==> src/rtl/pll_sequencer.sv <==
// PLL power-up sequencer: holds the PLL in reset, qualifies a stable lock with
// timeout and retry, then releases the downstream reset; FAULT after retries.
module pll_sequencer #(
    parameter int unsigned RESET_HOLD_CYCLES   = 12,
    parameter int unsigned LOCK_STABLE_CYCLES  = 1200,
    parameter int unsigned LOCK_TIMEOUT_CYCLES = 12000,
    parameter int unsigned MAX_RETRIES         = 3
) (
    input  logic       clock_in,
    input  logic       reset_n,
    input  logic       pll_locked,
    input  logic       restart,
    output logic       pll_resetb,
    output logic       sys_reset_n,
    output logic       ready,
    output logic       fault,
    output logic       lock_lost,
    output logic [3:0] retry_count
);

    typedef enum logic [2:0] {
        PLL_RST   = 3'd0,
        WAIT_LOCK = 3'd1,
        STABLE    = 3'd2,
        RUN       = 3'd3,
        FAULT     = 3'd4
    } state_t;

    localparam logic [15:0] HOLD_LAST  = 16'(RESET_HOLD_CYCLES - 1);
    localparam logic [15:0] STAB_LAST  = 16'(LOCK_STABLE_CYCLES - 1);
    localparam logic [15:0] TMO_LAST   = 16'(LOCK_TIMEOUT_CYCLES - 1);
    localparam logic [15:0] RETRY_MAX  = 16'(MAX_RETRIES);

    state_t      state_q, state_d;
    logic [15:0] hold_q, hold_d;
    logic [15:0] tmo_q, tmo_d;
    logic [15:0] stab_q, stab_d;
    logic [3:0]  retry_q, retry_d;
    logic        sync1_q, sync2_q;
    logic        pll_resetb_q, pll_resetb_d;
    logic        sys_reset_n_q, sys_reset_n_d;
    logic        ready_q, ready_d;
    logic        fault_q, fault_d;
    logic        lock_lost_q, lock_lost_d;
    logic        lock_s;
    logic        retry_ok_s;
    logic [3:0]  retry_inc_s;

    assign lock_s      = sync2_q;
    assign retry_ok_s  = ({12'd0, retry_q} < RETRY_MAX);
    assign retry_inc_s = (retry_q == 4'd15) ? 4'd15 : (retry_q + 4'd1);

    // Next-state, counter and output decode; outputs follow the next state so
    // the registered outputs always match the registered state.
    always_comb begin
        state_d     = state_q;
        hold_d      = hold_q;
        tmo_d       = tmo_q;
        stab_d      = stab_q;
        retry_d     = retry_q;
        lock_lost_d = 1'b0;
        if (restart) begin
            state_d = PLL_RST;
            hold_d  = 16'd0;
            tmo_d   = 16'd0;
            stab_d  = 16'd0;
            retry_d = 4'd0;
        end else begin
            case (state_q)
                PLL_RST: begin
                    if (hold_q == HOLD_LAST) begin
                        state_d = WAIT_LOCK;
                        hold_d  = 16'd0;
                        tmo_d   = 16'd0;
                    end else begin
                        hold_d = hold_q + 16'd1;
                    end
                end
                WAIT_LOCK: begin
                    if (tmo_q == TMO_LAST) begin
                        state_d = retry_ok_s ? PLL_RST : FAULT;
                        retry_d = retry_ok_s ? retry_inc_s : retry_q;
                        hold_d  = 16'd0;
                    end else if (lock_s) begin
                        tmo_d   = tmo_q + 16'd1;
                        state_d = STABLE;
                        stab_d  = 16'd0;
                    end else begin
                        tmo_d = tmo_q + 16'd1;
                    end
                end
                STABLE: begin
                    // a completed stable window wins over a same-cycle timeout
                    if (lock_s && (stab_q == STAB_LAST)) begin
                        state_d = RUN;
                    end else if (tmo_q == TMO_LAST) begin
                        state_d = retry_ok_s ? PLL_RST : FAULT;
                        retry_d = retry_ok_s ? retry_inc_s : retry_q;
                        hold_d  = 16'd0;
                    end else if (lock_s) begin
                        tmo_d  = tmo_q + 16'd1;
                        stab_d = stab_q + 16'd1;
                    end else begin
                        tmo_d   = tmo_q + 16'd1;
                        stab_d  = 16'd0;
                        state_d = WAIT_LOCK;
                    end
                end
                RUN: begin
                    if (!lock_s) begin
                        state_d     = PLL_RST;
                        hold_d      = 16'd0;
                        lock_lost_d = 1'b1;
                    end else begin
                        state_d = RUN;
                    end
                end
                FAULT: begin
                    state_d = FAULT;
                end
                default: begin
                    state_d = PLL_RST;
                    hold_d  = 16'd0;
                end
            endcase
        end
        pll_resetb_d  = (state_d == WAIT_LOCK) || (state_d == STABLE) || (state_d == RUN);
        sys_reset_n_d = (state_d == RUN);
        ready_d       = (state_d == RUN);
        fault_d       = (state_d == FAULT);
    end

    // State, counters, lock synchronizer and registered outputs.
    always_ff @(posedge clock_in) begin
        if (!reset_n) begin
            state_q       <= PLL_RST;
            hold_q        <= 16'd0;
            tmo_q         <= 16'd0;
            stab_q        <= 16'd0;
            retry_q       <= 4'd0;
            sync1_q       <= 1'b0;
            sync2_q       <= 1'b0;
            pll_resetb_q  <= 1'b0;
            sys_reset_n_q <= 1'b0;
            ready_q       <= 1'b0;
            fault_q       <= 1'b0;
            lock_lost_q   <= 1'b0;
        end else begin
            state_q       <= state_d;
            hold_q        <= hold_d;
            tmo_q         <= tmo_d;
            stab_q        <= stab_d;
            retry_q       <= retry_d;
            sync1_q       <= pll_locked;
            sync2_q       <= sync1_q;
            pll_resetb_q  <= pll_resetb_d;
            sys_reset_n_q <= sys_reset_n_d;
            ready_q       <= ready_d;
            fault_q       <= fault_d;
            lock_lost_q   <= lock_lost_d;
        end
    end

    assign pll_resetb  = pll_resetb_q;
    assign sys_reset_n = sys_reset_n_q;
    assign ready       = ready_q;
    assign fault       = fault_q;
    assign lock_lost   = lock_lost_q;
    assign retry_count = retry_q;

endmodule

==> config.mk <==
export PLATFORM = sky130hd
export DESIGN_NAME = pll_sequencer
export DESIGN_NICKNAME = d
export VERILOG_FILES = /design/src/rtl/pll_sequencer.sv
export SDC_FILE = /design/constraint.sdc
export NUM_CORES = 1
export LEC_CHECK = 0
export CAP_MARGIN = 20
export CORE_MARGIN = 4
export CORE_UTILIZATION = 53
export DETAILED_ROUTE_END_ITERATION = 12
export PLACE_DENSITY_LB_ADDON = 0.1
export SETUP_SLACK_MARGIN = 0.4
export SLEW_MARGIN = 20
export SYNTH_ARGS = -nofsm -noshare
export SYNTH_HDL_FRONTEND = slang
export SYNTH_SLANG_ARGS = --single-unit
==> constraint.sdc <==
create_clock -name clock_in -period 2.6 [get_ports clock_in]
set_input_delay 0.78 -clock clock_in [delete_from_list [all_inputs] [get_ports clock_in]]
set_output_delay 0.78 -clock clock_in [all_outputs]
set_load 0.05 [all_outputs]
# After elaboration in Yosys (flattened, before gate mapping)
# Cells that the tools add are included.
word_totals:
  word_cells: 80
  out_inout_bits: 9
  ff_bits: 61
classes:
  n_eq_ne: 18
  add_sub_neg: 4
  bitwise: 3
  reduce_logical: 12
  muxes: 31
  n_lt_le_gt_ge: 1
ops:
  columns: ["operator", "count"]
  rows:
  - ["2-to-1 mux 16 bit", 12]
  - ["case mux 16 bit (5 select lines)", 1]
  - ["adder 16 x 1 -> 16 bit (second input constant)", 3]
  - ["case mux 16 bit (3 select lines)", 1]
  - ["case mux 16 bit (2 select lines)", 1]
  - ["2-to-1 mux 3 bit", 8]
  - ["equality test 16 x 11 -> 1 bit (second input constant)", 1]
  - ["equality test 16 x 14 -> 1 bit (second input constant)", 1]
  - ["equality test 16 x 4 -> 1 bit (second input constant)", 1]
  - ["2-to-1 mux 4 bit", 4]
  - ["case mux 3 bit (5 select lines)", 1]
  - ["equality test 3 x 2 -> 1 bit (second input constant)", 4]
  - ["!= test 2 bit (second input constant)", 6]
  - ["case mux 4 bit (2 select lines)", 1]
  - ["equality test 3 x 1 -> 1 bit (second input constant)", 2]
  - ["equality test 3 bit (second input constant)", 2]
  - ["AND reduction 3 bit", 2]
  - ["AND reduction 5 bit", 1]
  - ["adder 4 x 1 -> 4 bit (second input constant)", 1]
  - ["equality test 4 bit (second input constant)", 1]
  - ["< comparator 4 x 2 -> 1 bit (second input constant)", 1]
  - ["zero test 3 bit", 1]
  - ["NOT 1 bit", 3]
  - ["nonzero test 3 bit", 1]
  - ["other kinds (8)", 9]

# Logic depth before layout (Yosys ltp)
logic_depth:
  word_depth: 9
  ltp_mapped: 9
  mapped_depth_nobuf: 6

# Least setup slack after synthesis
# OpenSTA, ideal clock, no wires.
synth_timing:
  kind: "register to register"
  startpoint: "reg hold_q[0]"
  endpoint: "reg tmo_q[5]"
  arrival_time_ns: 1.886
  path_buffers: 2
  t_required_ns: 2.529
  stages_incl_launch_ff: 9
  path_slack_ns: 0.644
  setup_time_ns: 0.071
  period_less_slack_ns: 1.956
  path_cell_list: "dfxtp_1 ha_1 nor4b_2 and4_1 buf_4 a22oi_4 buf_6 or4_1 a21oi_1"
synth_via:
  elab_chain_len: 3
synth_lines:
  columns: ["item", "line_no", "source"]
  rows:
  - ["from (decl)", "35", "logic [15:0] hold_q, hold_d;"]
  - ["from (signal assigned)", "150", "hold_q <= hold_d;"]
  - ["equality test 16 x 4 -> 1 bit", "71", "if (hold_q == HOLD_LAST) begin"]
  - ["!= test 2 bit (no line)", null, null]
  - ["AND reduction 3 bit (no line)", null, null]
  - ["to (signal assigned)", "151", "tmo_q <= tmo_d;"]
  - ["to (decl)", "36", "logic [15:0] tmo_q, tmo_d;"]
# Every way passes these cells.
# A chain may end at the register's enable or synchronous reset.

# Worst setup path after layout
layout_timing:
  startpoint: "reg tmo_q[0]"
  endpoint: "reg stab_q[7]"
layout_via:
  elab_chain_len: 3
  elab_cells_between_ends: 4
  cone_classes: "3 x eq/ne; 1 x reduce/logical"
layout_lines:
  columns: ["item", "line_no", "source"]
  rows:
  - ["equality test 16 x 14 -> 1 bit (*)", "80, 96", null]
  - ["!= test 2 bit (no line)", null, null]
  - ["AND reduction 5 bit (no line) (*)", null, null]
  - ["to (signal assigned)", "152", "stab_q <= stab_d;"]
  - ["to (decl)", "37", "logic [15:0] stab_q, stab_d;"]
# Mark *: on every way between the ends. The rest lies on a longest branch, timed or not.

==> flow_summary.html <==
<table>
<tr><th>Metric</th><th>Value</th></tr>
<tr><th colspan="2">Drt</th></tr>
<tr><td>Routed vias/inst</td><td>6.499</td></tr>
<tr><td>Mean routed wirelength per cell</td><td>16.49 µm</td></tr>
<tr><td>Final antenna-violating net count</td><td>0</td></tr>
<tr><td>Remaining DRCs</td><td>0</td></tr>
<tr><td>Via count</td><td>~3100</td></tr>
<tr><td>Number of iterations in the first detailed-routing pass</td><td>5</td></tr>
<tr><td>First-iteration detailed-routing DRC count</td><td>just over 200</td></tr>
<tr><td>Wire length reported by the detailed router</td><td>around 8000 µm</td></tr>
<tr><th colspan="2">Setup path</th></tr>
<tr><td>Critical Path Max Stage Delay</td><td>0.36 ns</td></tr>
<tr><td>Cell breakdown of the critical path</td><td>ha_1 -&gt; and4bb_2 -&gt; nand4_4 -&gt; buf_4 -&gt; nand2_2 -&gt; nor4_2 -&gt; mux2_2</td></tr>
<tr><td>Type of element launching the critical path</td><td>flip-flop</td></tr>
<tr><td>Buffers plus inverters on the worst setup path</td><td>1</td></tr>
<tr><td>Worst Path Arrival</td><td>about 2.4 ns</td></tr>
<tr><td>Critical path class</td><td>flip-flop to flip-flop</td></tr>
<tr><td>Crit path required time</td><td>around 2.8 ns</td></tr>
<tr><td>R2r endpoint</td><td>stab_q[7]</td></tr>
<tr><td>Depth of the worst register-to-register path</td><td>7</td></tr>
<tr><td>Critical-path cell with the highest stage delay</td><td>sky130_fd_sc_hd__mux2_2</td></tr>
<tr><td>Startpoint of the lowest-slack register-to-register path</td><td>tmo_q[0]</td></tr>
<tr><td>Maximum fanout encountered on the critical timing path</td><td>13</td></tr>
<tr><td>R2R setup slack</td><td>about 0.46 ns</td></tr>
<tr><td>Kind of end point of the critical path</td><td>flip-flop</td></tr>
<tr><td>Family with the most delay on the worst path</td><td>simple AND/OR/NAND/NOR gates</td></tr>
<tr><th colspan="2">Clock network</th></tr>
<tr><td>Clock-pin transition on the worst setup and hold timing paths</td><td>0.07 ns</td></tr>
<tr><td>CTS root buffer</td><td>sky130_fd_sc_hd__clkbuf_8</td></tr>
<tr><td>CTS Buf Count</td><td>9</td></tr>
<tr><td>Clk_lat worst skew</td><td>0.34 ns</td></tr>
<tr><td>Maximum level of the CTS H-tree</td><td>3</td></tr>
<tr><td>Sinks on the clock net</td><td>around 60</td></tr>
<tr><td>Hold-fix buffers at CTS</td><td>0</td></tr>
<tr><td>Max Buffers Root-to-Sink</td><td>2</td></tr>
<tr><td>Clock tree from TritonCTS</td><td>done</td></tr>
<tr><th colspan="2">Worst hold path</th></tr>
<tr><td>Hold Startpoint</td><td>sync1_q</td></tr>
<tr><td>Hold Crit Depth</td><td>1</td></tr>
<tr><td>Class of the worst hold path</td><td>flip-flop to flip-flop</td></tr>
<tr><td>Worst Hold End</td><td>lock_s</td></tr>
<tr><th colspan="2">Power and ir drop</th></tr>
<tr><td>Combinational group share of total power</td><td>0.026</td></tr>
<tr><td>Leakage</td><td>roughly 1.2 nW</td></tr>
<tr><td>Clock power frac</td><td>0.512</td></tr>
<tr><td>NetSw</td><td>about 0.45 mW</td></tr>
<tr><td>Proportion of power drawn by flip-flops and latches</td><td>0.462</td></tr>
<tr><td>P per Cell Area</td><td>roughly 540 nW/µm²</td></tr>
<tr><td>Switching portion of total power</td><td>0.2181</td></tr>
<tr><td>Peak ir drop on the vdd network</td><td>between 500 and 600 µV</td></tr>
<tr><td>Cell-internal power</td><td>roughly 1.6 mW</td></tr>
<tr><th colspan="2">GRT</th></tr>
<tr><td>Total GRT Usage</td><td>0.2134</td></tr>
<tr><td>Number of antenna violations at the first check in global routing</td><td>0</td></tr>
<tr><td>Largest net degree at the start of global routing</td><td>32</td></tr>
<tr><td>Global-route wire length before repair</td><td>between 10000 and 15000 µm</td></tr>
<tr><td>Overflow left after global routing</td><td>0</td></tr>
<tr><td>Via count of the first global-routing pass</td><td>roughly 2800</td></tr>
<tr><th colspan="2">Layout</th></tr>
<tr><td>Number of nets in the layout</td><td>slightly above 400</td></tr>
<tr><td>Synthesis-to-layout area growth</td><td>16.46%</td></tr>
<tr><td>Share of layout cells above drive strength 1</td><td>0.1446</td></tr>
<tr><td>Final Instance Area</td><td>between 3000 and 4000 µm²</td></tr>
<tr><td>Non-filler instance count after layout</td><td>483</td></tr>
<tr><td>Number of inserted filler cells in the final layout</td><td>around 500</td></tr>
<tr><td>Number of antenna repair diodes</td><td>0</td></tr>
<tr><th colspan="2">Die</th></tr>
<tr><td>Core footprint</td><td>just under 6000 µm²</td></tr>
<tr><td>Die W</td><td>~86 µm</td></tr>
<tr><td>Die Y-Extent</td><td>86.44 µm</td></tr>
<tr><td>Std-Cell Rows</td><td>28</td></tr>
<tr><td>Area of the die</td><td>7471 µm²</td></tr>
<tr><td>Total I/O pin count</td><td>13</td></tr>
<tr><td>Initial cell density of the core</td><td>0.5475</td></tr>
<tr><th colspan="2">Timing</th></tr>
<tr><td>Worst relative slew slack</td><td>0.5834</td></tr>
<tr><td>Worst Hold Slack</td><td>0.4435 ns</td></tr>
<tr><td>Final number of setup-violating endpoints</td><td>0</td></tr>
<tr><td>Share of the clock period used by the worst path after layout</td><td>0.8227</td></tr>
<tr><td>Pin slew with the least headroom to its limit</td><td>0.6183 ns</td></tr>
<tr><td>Setup repair after global routing missed its margin</td><td>true</td></tr>
<tr><td>Least setup slack across all paths after layout</td><td>between 0.4 and 0.5 ns</td></tr>
<tr><td>Max Clock Skew</td><td>0.006284 ns</td></tr>
<tr><td>Timing-limited maximum frequency</td><td>about 470 MHz</td></tr>
<tr><td>Setup TNS after final layout</td><td>0 ns</td></tr>
<tr><td>Tmin final</td><td>2.139 ns</td></tr>
<tr><td>Final Hold Vio Count</td><td>0</td></tr>
<tr><td>Max Transition Viols Final</td><td>0</td></tr>
<tr><th colspan="2">Placed design</th></tr>
<tr><td>Placed cell count</td><td>about 460</td></tr>
<tr><td>Worst slack at placement</td><td>about 0.095 ns</td></tr>
<tr><td>Post-placement cell area</td><td>3440 µm²</td></tr>
<tr><td>Port-buffer cells</td><td>12</td></tr>
<tr><td>Placed wire-length estimate</td><td>~5200 µm</td></tr>
<tr><td>Final weighted congestion in routability-driven placement</td><td>0.8633</td></tr>
<tr><th colspan="2">Status</th></tr>
<tr><td>Outcome</td><td>finished, final reports clean</td></tr>
<tr><th colspan="2">Synthesis</th></tr>
<tr><td>Average cell area after synthesis</td><td>roughly 8.4 µm²</td></tr>
<tr><td>Count of different cell masters after synthesis</td><td>between 50 and 60</td></tr>
<tr><td>Portion of the post-synthesis area used by sequential elements</td><td>0.3745</td></tr>
<tr><td>Post-synthesis async set-or-reset flop share</td><td>0</td></tr>
<tr><td>Post-synthesis sequential element count</td><td>a little over 60</td></tr>
<tr><td>Post-Synthesis Net Count</td><td>395</td></tr>
<tr><td>Commonest register cell after synthesis</td><td>sky130_fd_sc_hd__dfxtp_1</td></tr>
<tr><td>Gate count after technology mapping</td><td>387</td></tr>
<tr><td>Synth Cell Area</td><td>~3300 µm²</td></tr>
<tr><td>Number of enable-type register cells in the synthesized netlist</td><td>0</td></tr>
<tr><td>Synth warn</td><td>0</td></tr>
<tr><th colspan="2">Flow run</th></tr>
<tr><td>Max capacitance violation total</td><td>0</td></tr>
</table>
## worst reg2reg max path, cell delays in order, from the launching register on
cell and delay (ns):
sky130_fd_sc_hd__dfxtp_1 0.33, sky130_fd_sc_hd__ha_1 0.24, sky130_fd_sc_hd__and4bb_2 0.26, sky130_fd_sc_hd__nand4_4 0.08
sky130_fd_sc_hd__buf_4 0.21, sky130_fd_sc_hd__nand2_2 0.21, sky130_fd_sc_hd__nor4_2 0.34, sky130_fd_sc_hd__mux2_2 0.36
## flip-flops by register name (all words and copies together), names as in the netlist
register,cells
lock_lost,1
stab_q,16
ready,1
retry_count,4
state_q,3
fault,1
tmo_q,16
pll_resetb,1
sync1_q,1
hold_q,16
lock_s,1
## per-stage QoR
| stage | utilization | power, mW |
|---|---|---|
| floorplan | - | 0.9958 |
| global placement | 0.5775 | 1.017 |
| detailed placement | 0.5775 | 1.017 |
| CTS | 0.6237 | 2.059 |
| global route | 0.6376 | 2.110 |
| finish | 0.6376 | 2.049 |
## routing by layer
| layer | global-route usage | share of wire |
|---|---|---|
| met5 | 0 | 0 |
| met4 | 0.09915 | 0.027 |
| met3 | 0.03897 | 0.045 |
| met2 | 0.3421 | 0.48 |
| met1 | 0.2778 | 0.45 |
## kinds of logic (layout without fill, tap and decap cells)
kind of cell,Yosys count,in the layout,synth area share
compound gates,99,100,0.1980
simple gates,181,181,0.3373
buf+inv,33,53,0.04720
flops,61,61,0.3745
mux,8,8,0.02494
xor+xnor,1,1,0.002687
fa+ha+maj,4,4,0.01535
## cells in the mapped netlist, types with 2 or more instances
cell type / n / area share
sky130_fd_sc_hd__nand4b_1: 3 / 0.0081
sky130_fd_sc_hd__clkbuf_1: 8 / 0.0092
sky130_fd_sc_hd__dfxtp_1: 61 / 0.37
sky130_fd_sc_hd__o31ai_1: 18 / 0.041
sky130_fd_sc_hd__nand2_1: 34 / 0.039
sky130_fd_sc_hd__nand3_1: 20 / 0.031
sky130_fd_sc_hd__nand4_1: 17 / 0.033
sky130_fd_sc_hd__a21oi_1: 35 / 0.054
sky130_fd_sc_hd__nor2_1: 15 / 0.017
sky130_fd_sc_hd__o211ai_1: 11 / 0.025
sky130_fd_sc_hd__and4bb_2: 2 / 0.0077
sky130_fd_sc_hd__nor4_1: 9 / 0.017
sky130_fd_sc_hd__o21ai_0: 13 / 0.020
sky130_fd_sc_hd__nor3_1: 8 / 0.012
sky130_fd_sc_hd__nor3b_1: 2 / 0.0046
sky130_fd_sc_hd__inv_1: 11 / 0.013
sky130_fd_sc_hd__or2_2: 2 / 0.0038
sky130_fd_sc_hd__nand2b_1: 7 / 0.013
sky130_fd_sc_hd__nor4b_1: 2 / 0.0054
sky130_fd_sc_hd__and2_1: 6 / 0.012
sky130_fd_sc_hd__or4_1: 22 / 0.051
sky130_fd_sc_hd__a31oi_1: 6 / 0.012
sky130_fd_sc_hd__mux2i_1: 7 / 0.021
sky130_fd_sc_hd__nor4b_2: 2 / 0.0092
sky130_fd_sc_hd__buf_2: 9 / 0.014
sky130_fd_sc_hd__buf_4: 3 / 0.0069
sky130_fd_sc_hd__and4_1: 5 / 0.013
sky130_fd_sc_hd__nor2b_1: 2 / 0.0038
sky130_fd_sc_hd__a41oi_1: 2 / 0.0054
sky130_fd_sc_hd__and3_1: 4 / 0.0077
sky130_fd_sc_hd__or3_1: 12 / 0.023
sky130_fd_sc_hd__ha_1: 4 / 0.015
sky130_fd_sc_hd__a311oi_1: 3 / 0.0081
## layout by cell type, fill, tap and decap left out, types with 3 or more instances in the layout
cell type and count:
sky130_fd_sc_hd__dfxtp_1 58, sky130_fd_sc_hd__a21oi_1 35, sky130_fd_sc_hd__nand2_1 33, sky130_fd_sc_hd__or4_1 22, sky130_fd_sc_hd__nand3_1 19, sky130_fd_sc_hd__o31ai_1 18
sky130_fd_sc_hd__nand4_1 17, sky130_fd_sc_hd__nor2_1 14, sky130_fd_sc_hd__o21ai_0 13, sky130_fd_sc_hd__buf_4 13, sky130_fd_sc_hd__or3_1 12, sky130_fd_sc_hd__inv_1 11
sky130_fd_sc_hd__o211ai_1 11, sky130_fd_sc_hd__clkbuf_8 9, sky130_fd_sc_hd__dlygate4sd2_1 9, sky130_fd_sc_hd__nand2b_1 7, sky130_fd_sc_hd__nor3_1 7, sky130_fd_sc_hd__mux2i_1 7
sky130_fd_sc_hd__a31oi_1 6, sky130_fd_sc_hd__and2_1 6, sky130_fd_sc_hd__nor4_1 6, sky130_fd_sc_hd__and3_1 4, sky130_fd_sc_hd__and4_1 4, sky130_fd_sc_hd__nor4_2 4
sky130_fd_sc_hd__nand4b_1 3, sky130_fd_sc_hd__a311oi_1 3, sky130_fd_sc_hd__ha_1 3, sky130_fd_sc_hd__bufinv_16 3, sky130_fd_sc_hd__dfxtp_2 3, sky130_fd_sc_hd__clkdlybuf4s50_1 3
## cell type report
type | instances | area [µm²] | share of cell area
tap | 75 | 93.84 | 0.02471
timing repair buffer | 26 | 217.7 | 0.05733
inverter | 11 | 41.29 | 0.01087
multi-input combinational | 294 | 1973 | 0.5196
clock inverter | 7 | 122.6 | 0.03229
sequential | 61 | 1225 | 0.3226
clock buffer | 9 | 123.9 | 0.03262
## repair_timing
action                                  in CTS  in global routing
pin swaps                                    1                  3
resized for setup                           15                 13
gates cloned                                 0                  1
endpoints found under the setup margin      29                 47
buffers inserted                             2                  2
## worst max path at each step
stage,start,to,slack [ns],depth (start not counted)
floorplan,hold_q[0],tmo_q[5],0.64,8
global placement,reset_n,hold_q[15],0.11,5
detailed placement,reset_n,hold_q[15],0.1,5
CTS,stab_q[5],hold_q[6],0.42,6
global route,tmo_q[0],stab_q[7],0.34,7
finish,tmo_q[0],stab_q[7],0.46,7
## power groups by stage
| stage | Sequential (mW) | Clock (mW) | Combinational, mW |
|---|---|---|---|
| after floorplan | 0.966 | 0 | 0.0300 |
| after global placement | 0.968 | 0 | 0.0490 |
| after detailed placement | 0.968 | 0 | 0.0498 |
| after CTS | 0.946 | 1.06 | 0.0508 |
| after global routing | 0.947 | 1.10 | 0.0584 |
| final | 0.946 | 1.05 | 0.0534 |
Power figures use the tool's default switching activity.
